<file path="src/rtl/uart_pkg.sv">
// Shared UART definitions: receive FSM states, data width and default bit period.
package uart_pkg;

  localparam int DATA_BITS = 8;
  localparam int DEFAULT_CLKS_PER_BIT = 868;

  typedef enum logic [2:0] {
    IDLE   = 3'd0,
    START  = 3'd1,
    DATA   = 3'd2,
    PARITY = 3'd3,
    STOP   = 3'd4
  } rx_state_e;

endpackage

</file>
<file path="src/rtl/sync_2ff.sv">
// Two-flop synchroniser for a single asynchronous input bit.
module sync_2ff #(
  parameter logic RST_VAL = 1'b1
) (
  input  logic i_clk,
  input  logic i_rst,
  input  logic i_d,
  output logic o_q
);

  logic meta_q;
  logic sync_q;

  always_ff @(posedge i_clk or posedge i_rst) begin
    if (i_rst) begin
      meta_q <= RST_VAL;
      sync_q <= RST_VAL;
    end else begin
      meta_q <= i_d;
      sync_q <= meta_q;
    end
  end

  assign o_q = sync_q;

endmodule

</file>
<file path="src/rtl/uart_rx.sv">
// UART receiver (8N1) pushing bytes into the console FIFO via a set/ack handshake.
// Define UART_RX_PARITY_EN for an 8E1 frame with even-parity check and o_parity_err.
module uart_rx
  import uart_pkg::*;
#(
  parameter int CLKS_PER_BIT = DEFAULT_CLKS_PER_BIT
) (
  input  logic                 i_clk,
  input  logic                 i_rst,
  input  logic                 i_en,
  input  logic                 i_rx,
  input  logic                 i_ack,
  output logic                 o_set,
  output logic [DATA_BITS-1:0] o_data,
  output logic                 o_busy,
  output logic                 o_frame_err,
`ifdef UART_RX_PARITY_EN
  output logic                 o_parity_err,
`endif
  output logic                 o_overrun
);

  localparam int CNT_W = $clog2(CLKS_PER_BIT);
  localparam logic [CNT_W-1:0] HALF_LAST = CNT_W'(CLKS_PER_BIT / 2 - 1);
  localparam logic [CNT_W-1:0] FULL_LAST = CNT_W'(CLKS_PER_BIT - 1);
  localparam logic [2:0]       LAST_IDX  = 3'(DATA_BITS - 1);

  logic                 rx_s;
  logic                 rx_prev_q;
  rx_state_e            state_q, state_d;
  logic [CNT_W-1:0]     baud_q, baud_d;
  logic [2:0]           idx_q, idx_d;
  logic [DATA_BITS-1:0] shift_q, shift_d;
  logic                 baud_hit;
  logic                 deliver;
  logic                 frame_err_d, frame_err_q;
  logic                 overrun_d, overrun_q;
  logic                 set_d, set_q;
  logic [DATA_BITS-1:0] data_d, data_q;
`ifdef UART_RX_PARITY_EN
  logic                 par_bad_d, par_bad_q;
  logic                 parity_err_d, parity_err_q;
`endif

  sync_2ff #(
    .RST_VAL(1'b1)
  ) u_rx_sync (
    .i_clk(i_clk),
    .i_rst(i_rst),
    .i_d  (i_rx),
    .o_q  (rx_s)
  );

  // START waits half a bit to land mid-bit; every later sample is one full bit on.
  assign baud_hit = (baud_q == ((state_q == START) ? HALF_LAST : FULL_LAST));

  always_comb begin
    state_d     = state_q;
    baud_d      = baud_q;
    idx_d       = idx_q;
    shift_d     = shift_q;
    deliver     = 1'b0;
    frame_err_d = 1'b0;
`ifdef UART_RX_PARITY_EN
    par_bad_d    = par_bad_q;
    parity_err_d = 1'b0;
`endif
    if (!i_en) begin
      state_d = IDLE;
      baud_d  = '0;
      idx_d   = '0;
    end else begin
      case (state_q)
        IDLE: begin
          if (rx_prev_q && !rx_s) begin
            state_d = START;
            baud_d  = '0;
            idx_d   = '0;
          end
        end
        START: begin
          if (baud_hit) begin
            baud_d  = '0;
            state_d = rx_s ? IDLE : DATA;
          end else begin
            baud_d = baud_q + 1'b1;
          end
        end
        DATA: begin
          if (baud_hit) begin
            baud_d         = '0;
            shift_d[idx_q] = rx_s;
            if (idx_q == LAST_IDX) begin
`ifdef UART_RX_PARITY_EN
              state_d = PARITY;
`else
              state_d = STOP;
`endif
            end else begin
              idx_d = idx_q + 3'd1;
            end
          end else begin
            baud_d = baud_q + 1'b1;
          end
        end
`ifdef UART_RX_PARITY_EN
        PARITY: begin
          if (baud_hit) begin
            baud_d       = '0;
            par_bad_d    = (^shift_q) != rx_s;
            parity_err_d = (^shift_q) != rx_s;
            state_d      = STOP;
          end else begin
            baud_d = baud_q + 1'b1;
          end
        end
`endif
        STOP: begin
          if (baud_hit) begin
            baud_d  = '0;
            state_d = IDLE;
            if (!rx_s) frame_err_d = 1'b1;
`ifdef UART_RX_PARITY_EN
            else if (!par_bad_q) deliver = 1'b1;
`else
            else deliver = 1'b1;
`endif
          end else begin
            baud_d = baud_q + 1'b1;
          end
        end
        default: state_d = IDLE;
      endcase
    end
  end

  // The ack clear is applied before the delivery test, so a same-cycle ack frees the slot.
  always_comb begin
    set_d     = set_q;
    data_d    = data_q;
    overrun_d = 1'b0;
    if (i_en) begin
      if (i_ack) set_d = 1'b0;
      if (deliver) begin
        if (!set_d) begin
          set_d  = 1'b1;
          data_d = shift_q;
        end else begin
          overrun_d = 1'b1;
        end
      end
    end
  end

  always_ff @(posedge i_clk or posedge i_rst) begin
    if (i_rst) begin
      rx_prev_q    <= 1'b1;
      state_q      <= IDLE;
      baud_q       <= '0;
      idx_q        <= '0;
      shift_q      <= '0;
      frame_err_q  <= 1'b0;
      overrun_q    <= 1'b0;
      set_q        <= 1'b0;
      data_q       <= '0;
`ifdef UART_RX_PARITY_EN
      par_bad_q    <= 1'b0;
      parity_err_q <= 1'b0;
`endif
    end else begin
      rx_prev_q    <= rx_s;
      state_q      <= state_d;
      baud_q       <= baud_d;
      idx_q        <= idx_d;
      shift_q      <= shift_d;
      frame_err_q  <= frame_err_d;
      overrun_q    <= overrun_d;
      set_q        <= set_d;
      data_q       <= data_d;
`ifdef UART_RX_PARITY_EN
      par_bad_q    <= par_bad_d;
      parity_err_q <= parity_err_d;
`endif
    end
  end

  assign o_set       = set_q;
  assign o_data      = data_q;
  assign o_busy      = (state_q != IDLE);
  assign o_frame_err = frame_err_q;
  assign o_overrun   = overrun_q;
`ifdef UART_RX_PARITY_EN
  assign o_parity_err = parity_err_q;
`endif

endmodule

</file>
<file path="config.mk">
export PLATFORM = sky130hd
export DESIGN_NAME = uart_rx
export DESIGN_NICKNAME = d
export VERILOG_FILES = /design/src/rtl/uart_pkg.sv /design/src/rtl/sync_2ff.sv /design/src/rtl/uart_rx.sv
export SDC_FILE = /design/constraint.sdc
export NUM_CORES = 1
export LEC_CHECK = 0
export BUFFER_PORTS_ARGS = -buffer_cell sky130_fd_sc_hd__buf_4
export CAP_MARGIN = 20
export CELL_PAD_IN_SITES_DETAIL_PLACEMENT = 0
export CELL_PAD_IN_SITES_GLOBAL_PLACEMENT = 1
export CORE_MARGIN = 4
export CORE_UTILIZATION = 50
export CTS_BUF_LIST = sky130_fd_sc_hd__clkbuf_8
export DETAILED_ROUTE_END_ITERATION = 12
export PLACE_DENSITY_LB_ADDON = 0.2
export REMOVE_ABC_BUFFERS = 1
export SYNTH_ARGS = -nofsm -noshare
export SYNTH_HDL_FRONTEND = slang
export SYNTH_SLANG_ARGS = --single-unit
</file>
<file path="constraint.sdc">
create_clock -name i_clk -period 5.3 [get_ports i_clk]
set_input_delay 0.795 -clock i_clk [delete_from_list [all_inputs] [get_ports i_clk]]
set_output_delay 0.795 -clock i_clk [all_outputs]
set_load 0.05 [all_outputs]
</file>
==> results.py, run 1 <==
metrics = {
    "run_status": {
        "outcome": "complete, no violations",
    },
    "yosys": {
        "syn-cell-area_um2": 1880,
        "synth_fa_ha_area_share_pct": 1.99,
        "yosysTopAreaCellShare_pct": 46.5,
        "yosysWarnings": 0,
        "yosys_register_bits": 38,
        "muxShareOfSynthArea_pct": 10.1,
        "synthFlopType": "dfrtp_1",
        "synth_most_common_cell": "dfrtp_1",
        "postSynthAreaPerCell_um2": 10.9,
        "synth_edf_count": 0,
        "ys_seq_area_share_pct": 50.7,
        "synth_cell_type_count": 40,
        "synth_top_family_by_area": "simple AND/OR/NAND/NOR gates",
        "synthTopCellsByArea": "dfrtp_1, mux2_2, dfstp_2",
        "synth_compound_area_share_pct": 12.3,
        "synth_commonest_cells": "dfrtp_1, mux2_2, nand2_1",
        "synth-simple-area-share_pct": 20.3,
        "synthXorXnorAreaFrac_pct": 0.931,
        "synth_top_cell_by_area": "dfrtp_1",
        "syn_inst": 172,
        "async_flop_share_pct": 100,
    },
    "hold_path": {
        "hold_class": "reg -> reg",
    },
    "power": {
        "p_per_area_nw_per_um2": 270,
        "switching_share_pct": 21.3,
        "p_int_mw": 0.457,
        "power_leakage_nw": 0.998,
        "peakVddDrop_mv": 0.189,
        "p_sw_mw": 0.124,
        "p_seq_share_pct": 51.8,
        "clkPwrFrac_pct": 42.2,
        "p_comb_share_pct": 5.9,
    },
    "timing": {
        "slew_viol_final": 0,
        "fmax_ghz": 0.349,
        "finalHoldViolCount": 0,
        "tns_ns": 0,
        "fin_crit_sh_pct": 54.1,
        "worst_slew_pin_slew_ns": 0.658,
        "finalSetupViolCount": 0,
        "fin_crit_ns": 2.87,
        "rsz0062_at_grt": "no",
        "slew_headroom_pct": 56.1,
        "fin_worst_skew_ns": 0.00669,
        "hold_ws_ns": 0.358,
    },
    "cts": {
        "clock_latency_ns": 0.28,
        "cts_tree": "done",
        "cts_hold_buf": 0,
        "cts_buffer_depth": 2,
        "root_buffer": "clkbuf_8",
        "clk_pin_slew_ns": 0.07,
        "numCtsBuffers": 5,
        "cts_max_level": 2,
        "cts.sinks": 38,
        "cts_setup_buffers": 0,
        "cts.repair.resized": 0,
    },
    "job": {
        "drv_cap": 0,
    },
    "layout": {
        "antenna_cells": 0,
        "drive_gt1_share_pct": 25.4,
        "fill_cells": 321,
        "nets": 196,
        "area_growth_pct": 14.4,
    },
    "critical_path": {
        "path_delay_family": "simple AND/OR/NAND/NOR gates",
        "worst-path-max-fanout": 11,
        "slowest_delay_ns": 0.64,
        "crit_arrival_ns": 3.03,
        "cp-start-kind": "flip-flop",
        "slowest_stage": "a2111oi_4",
        "path_buf_inv": 0,
        "critical_path_required_ns": 5.47,
        "endpoint_kind": "flip-flop",
        "crit_chain": "or3b_1 > or4_4 > and2_4 > a2111oi_4 > mux2_2",
        "criticalPathCategory": "reg -> reg",
    },
    "detailed_routing": {
        "wl_met3_um": 186,
        "drt-pass1-iter-count": 4,
        "drc": 0,
        "top_layer": "met4",
        "met1_length_um": 1670,
        "vias": 1369,
        "drt-total-wl_um": 3630,
        "wl_met2_um": 1740,
        "ant_nets": 0,
        "drt_iter0_drc": 138,
        "viasPerCell": 5.78,
        "routedWlPerCell_um": 15.3,
    },
    "floorplanning": {
        "die-height_um": 69.4,
        "core-area_um2": 3660,
        "die_w_um": 69.4,
        "start_util_pct": 51.4,
        "num_rows": 22,
        "ios": 17,
        "dieArea_um2": 4810,
    },
    "place": {
        "port_buffers": 16,
        "hpwl_um": 2560,
        "gp_congestion": 0.818,
    },
    "grt": {
        "grt_pass1_vias": 1309,
        "grt_usage_pct": 15.9,
        "antenna_found_initial": 0,
        "grt-ovfl-total": 0,
        "grt_pass1_wl_um": 6150,
        "grt_max_degree": 39,
    },
}
-- cell families (layout without fill, tap and decap cells) --
| kind of cell | after synthesis | count (layout) |
|---|---|---|
| and+or+nand+nor | 64 | 64 |
| DFF | 38 | 38 |
| AOI/OAI and AO/OA | 32 | 32 |
| muxes | 17 | 17 |
| buffers and inverters | 16 | 33 |
| adders and majority gates | 3 | 3 |
| xor gates and xnor gates | 2 | 2 |
-- routing by layer --
metal / global-route usage [%] / up-vias
met3: 3.19 / 4
li1: - / 666
met5: 0 / -
met2: 24.0 / 38
met4: 5.86 / 0
met1: 22.6 / 661
-- cell type report --
class / count / area (um^2) / share of cell area, %
timing repair buffer: 18 / 135 / 6.28
sequential: 38 / 955 / 44.4
inverter: 7 / 26.3 / 1.22
tap: 48 / 60.1 / 2.79
clock buffer: 6 / 82.6 / 3.84
multi-input combinational: 118 / 860 / 39.9
clock inverter: 2 / 33.8 / 1.57
-- stage by stage --
step                util (%)  total power [mW]  instances  setup WS (ns)  area (um^2)
floorplan                  -             0.328        163           2.69         1840
global placement        55.6             0.340        229           2.50         2040
CTS                     58.8             0.589        237           2.43         2150
detailed placement      55.6             0.341        229           2.45         2040
global route            58.8             0.608        237           2.26         2150
finish                  58.8             0.581        237           2.43         2150
-- cells in the final DEF (no fill, tap or decap), drive strengths merged, types with 2 or more instances in the layout --
master	synthesis	layout
nand4b	6	6
nand4	5	5
ha	3	3
or3	4	4
dfstp	3	3
a21oi	4	4
and2	2	2
nor4bb	2	2
or3b	3	3
clkbuf	8	6
o21ai	11	11
nor4b	2	2
o211ai	2	2
nor2	5	5
and3	3	3
o21bai	2	2
a21o	2	2
nand2	16	16
buf	1	18
nor2b	3	3
dfrtp	35	35
o31ai	3	3
nand3	8	8
a22o	4	4
inv	7	8
mux2	16	16
-- registers in the layout, indices dropped and copies added (netlist names) --
| name | count |
|---|---|
| baud_q | 10 |
| o_data | 8 |
| shift_q | 8 |
| idx_q | 3 |
| state_q | 3 |
| o_frame_err | 1 |
| o_overrun | 1 |
| o_set | 1 |
| rx_prev_q | 1 |
| u_rx_sync.meta_q | 1 |
| u_rx_sync.o_q | 1 |
-- power groups by stage --
stage | Sequential [mW] | Clock (mW) | Combinational, mW
6_report | 0.301 | 0.245 | 0.0344
5_1_grt | 0.302 | 0.268 | 0.0388
4_1_cts | 0.301 | 0.253 | 0.0351
3_5_place_dp | 0.307 | 0 | 0.0349
3_3_place_gp | 0.306 | 0 | 0.0338
2_1_floorplan | 0.304 | 0 | 0.0232
-- worst paths after layout --
path,startpoint,endpoint,slack [ns],depth (start not counted)
setup / recovery,state_q[1],o_data[1],2.43,5
hold / removal,u_rx_sync.meta_q,u_rx_sync.o_q,0.36,0
setup reg to reg,state_q[1],o_data[1],2.43,5
hold reg to reg,u_rx_sync.meta_q,u_rx_sync.o_q,0.36,0
max in group asynchronous,i_rst,rx_prev_q,4.31,3
min in group asynchronous,i_rst,o_data[4],0.63,3
(Power assumes the default switching activity.)
==> run 2, diff against run 1 <==
--- a/config.mk
+++ b/config.mk
@@ -5,12 +5,13 @@
 export SDC_FILE = /design/constraint.sdc
 export NUM_CORES = 1
 export LEC_CHECK = 0
+export ABC_AREA = 1
 export BUFFER_PORTS_ARGS = -buffer_cell sky130_fd_sc_hd__buf_4
 export CAP_MARGIN = 20
 export CELL_PAD_IN_SITES_DETAIL_PLACEMENT = 0
 export CELL_PAD_IN_SITES_GLOBAL_PLACEMENT = 1
 export CORE_MARGIN = 4
-export CORE_UTILIZATION = 50
+export CORE_UTILIZATION = 46
 export CTS_BUF_LIST = sky130_fd_sc_hd__clkbuf_8
 export DETAILED_ROUTE_END_ITERATION = 12
 export PLACE_DENSITY_LB_ADDON = 0.2
==> constraint.sdc (replaced) <==
create_clock -name i_clk -period 2.9 [get_ports i_clk]
set_input_delay 0.435 -clock i_clk [delete_from_list [all_inputs] [get_ports i_clk]]
set_output_delay 0.435 -clock i_clk [all_outputs]
set_load 0.05 [all_outputs]
==> run 2 against run 1 <==
  * Sequential power is 96% higher
  * Sequential share of layout area is 4.7 points lower
  * Routed wire length is 25% higher
  * Hold slack worse by 0.12 ns
  * Critical endpoint is now o_overrun
  * Largest power group unchanged
==> results.py, run 2 <==
metrics = {
    "power": {
        "p_comb_share_pct": 24.2,
        "p_int_mw": 0.825,
        "peakVddDrop_mv": 0.575,
        "p_sw_mw": 0.471,
        "clkPwrFrac_pct": 30.4,
        "switching_share_pct": 36.3,
        "p_seq_share_pct": 45.4,
        "power_leakage_nw": 1.28,
        "p_per_area_nw_per_um2": 538,
    },
    "floorplanning": {
        "die-height_um": 76.3,
        "ios": 17,
        "dieArea_um2": 5820,
        "start_util_pct": 48.3,
        "num_rows": 24,
        "core-area_um2": 4440,
        "die_w_um": 76.3,
    },
    "critical_path": {
        "criticalPathCategory": "reg -> reg",
        "reg2reg_from": "baud_q[4]",
        "critical_path_required_ns": 3.12,
        "ff2ff_setup_slack_ns": 0.93,
        "reg2regPathDepth": 9,
        "worst-path-max-fanout": 20,
        "crit_chain": "inv_1 > nand2_1 > nor2_1 > nand2_1 > nand2_1 > nand2_1 > nor2_2 > nand4_1 > nor2_1",
        "slowest_stage": "nor2_2",
        "crit_arrival_ns": 2.19,
        "cp-start-kind": "flip-flop",
        "crit_top_cell": "nand2_1",
        "r2r_end": "o_overrun",
        "slowest_delay_ns": 0.56,
        "endpoint_kind": "flip-flop",
    },
    "job": {
        "drv_cap": 0,
    },
    "yosys": {
        "synthFlopType": "dfrtp_1",
        "synth_commonest_cells": "nand2_1, inv_1, dfrtp_1",
        "synth_most_common_cell": "nand2_1",
        "yosysTopAreaCellShare_pct": 40.8,
        "syn_inst": 284,
        "syn-cell-area_um2": 2140,
        "ys_seq_area_share_pct": 44.5,
        "synthTopCellsByArea": "dfrtp_1, nand2_1, inv_1",
        "synth_cell_type_count": 28,
        "yosys_register_bits": 38,
        "async_flop_share_pct": 100,
        "postSynthAreaPerCell_um2": 7.55,
        "yosysWarnings": 0,
        "synth_edf_count": 0,
        "synth_top_cell_by_area": "dfrtp_1",
    },
    "timing": {
        "worst_slew_pin_slew_ns": 0.728,
        "rsz0062_at_grt": "no",
        "fin_crit_sh_pct": 67.8,
        "fmax_ghz": 0.509,
        "finalHoldViolCount": 0,
        "tns_ns": 0,
        "fin_crit_ns": 1.97,
        "slew_headroom_pct": 51.4,
        "hold_ws_ns": 0.241,
        "finalSetupViolCount": 0,
        "fin_worst_skew_ns": 0.00605,
        "slew_viol_final": 0,
    },
    "layout": {
        "final_common_cell": "nand2_1",
        "antenna_cells": 0,
        "layout.cells.non_filler": 357,
        "drive_gt1_share_pct": 13.8,
        "largest_reg_flops": 10,
        "area_growth_pct": 12.3,
        "nets": 312,
        "final_cell_mix": "nand2_1, inv_1, dfrtp_1",
        "regMostFlops": "baud_q",
    },
    "cts": {
        "cts.repair.resized": 0,
        "numCtsBuffers": 5,
        "cts_tree": "done",
        "cts.sinks": 38,
        "cts_hold_buf": 0,
        "clock_latency_ns": 0.29,
        "cts_setup_buffers": 0,
        "clk_pin_slew_ns": 0.08,
        "cts_max_level": 2,
        "cts_buffer_depth": 2,
        "root_buffer": "clkbuf_8",
    },
    "grt": {
        "grt_max_degree": 39,
        "grt_pass1_vias": 1781,
        "grt_usage_pct": 17.5,
        "grt-ovfl-total": 0,
        "antenna_found_initial": 0,
        "grt_pass1_wl_um": 8400,
    },
    "hold_path": {
        "worstHoldStart": "i_rx",
        "min_to": "u_rx_sync.meta_q",
        "holdPathStages": 1,
        "hold_class": "in -> reg",
    },
    "detailed_routing": {
        "viasPerCell": 4.95,
        "drt-total-wl_um": 4550,
        "ant_nets": 0,
        "drt_iter0_drc": 159,
        "routedWlPerCell_um": 12.8,
        "vias": 1768,
        "drc": 0,
        "drt-pass1-iter-count": 4,
    },
    "place": {
        "hpwl_um": 3150,
        "gp_congestion": 0.823,
        "port_buffers": 16,
        "place_inst": 349,
    },
    "run_status": {
        "outcome": "complete, no violations",
    },
}
[run 2: power groups by stage]
| stage | sequential [mW] | clock (mW) | combinational, mW |
|---|---|---|---|
| after detailed placement | 0.598 | 0 | 0.311 |
| final | 0.589 | 0.394 | 0.313 |
| after floorplan | 0.590 | 0 | 0.233 |
| after CTS | 0.587 | 0.399 | 0.314 |
| after global routing | 0.594 | 0.422 | 0.355 |
| after global placement | 0.598 | 0 | 0.314 |
[run 2: how the worst max path moves through the flow]
stage,from,endpoint,slack (ns),depth (start not counted)
floorplan,baud_q[4],shift_q[0],1.28,10
global placement,baud_q[4],o_overrun,0.94,9
detailed placement,baud_q[4],o_overrun,0.92,9
CTS,baud_q[4],o_overrun,0.92,9
global route,baud_q[6],shift_q[0],0.57,9
finish,baud_q[4],o_overrun,0.93,9
[run 2: logic make-up (layout without fill, tap and decap cells)]
family / after synthesis / in the layout / synth area share (%)
AND/OR/NAND/NOR: 155 / 155 / 34.7
XOR/XNOR: 5 / 5 / 2.04
buffers and inverters: 66 / 87 / 12.0
multiplexers: 1 / 1 / 0.467
flip-flops: 38 / 38 / 44.5
adder cells (fa/ha/maj): 3 / 3 / 1.75
AO/OA/AOI/OAI: 16 / 16 / 4.55
[run 2: final cells by class]
cell class | count | area [um^2]
inverters | 62 | 233
fillers | 430 | 2040
clock buffers | 6 | 82.6
repair buffers | 17 | 128
flip-flops and latches | 38 | 955
clock inverters | 2 | 12.5
well taps | 52 | 65.1
multi-input cells | 180 | 932
[run 2: metrics by stage]
step | area, um^2 | power [mW] | util, % | setup slack [ns]
6_report | 2410 | 1.30 | 54.2 | 0.933
5_1_grt | 2410 | 1.37 | 54.2 | 0.566
4_1_cts | 2410 | 1.30 | 54.2 | 0.919
3_5_place_dp | 2310 | 0.909 | 52.0 | 0.923
3_3_place_gp | 2310 | 0.912 | 52.0 | 0.935
2_1_floorplan | 2120 | 0.823 | - | 1.28
[run 2: worst max-delay path, delay by kind of cell (launching register included)]
family	cells	cell delay [ns]
AND/OR/NAND/NOR	8	1.33
flip-flops	1	0.46
buffers and inverters	1	0.10
[run 2: per-layer routing]
metal / vias up / GRT usage [%] / part of all wire (%)
li1: 935 / - / -
met2: 40 / 25.2 / 43
met1: 789 / 25.8 / 51
met5: - / 0 / 0
met4: 0 / 5.62 / 0.77
met3: 4 / 3.90 / 5.2
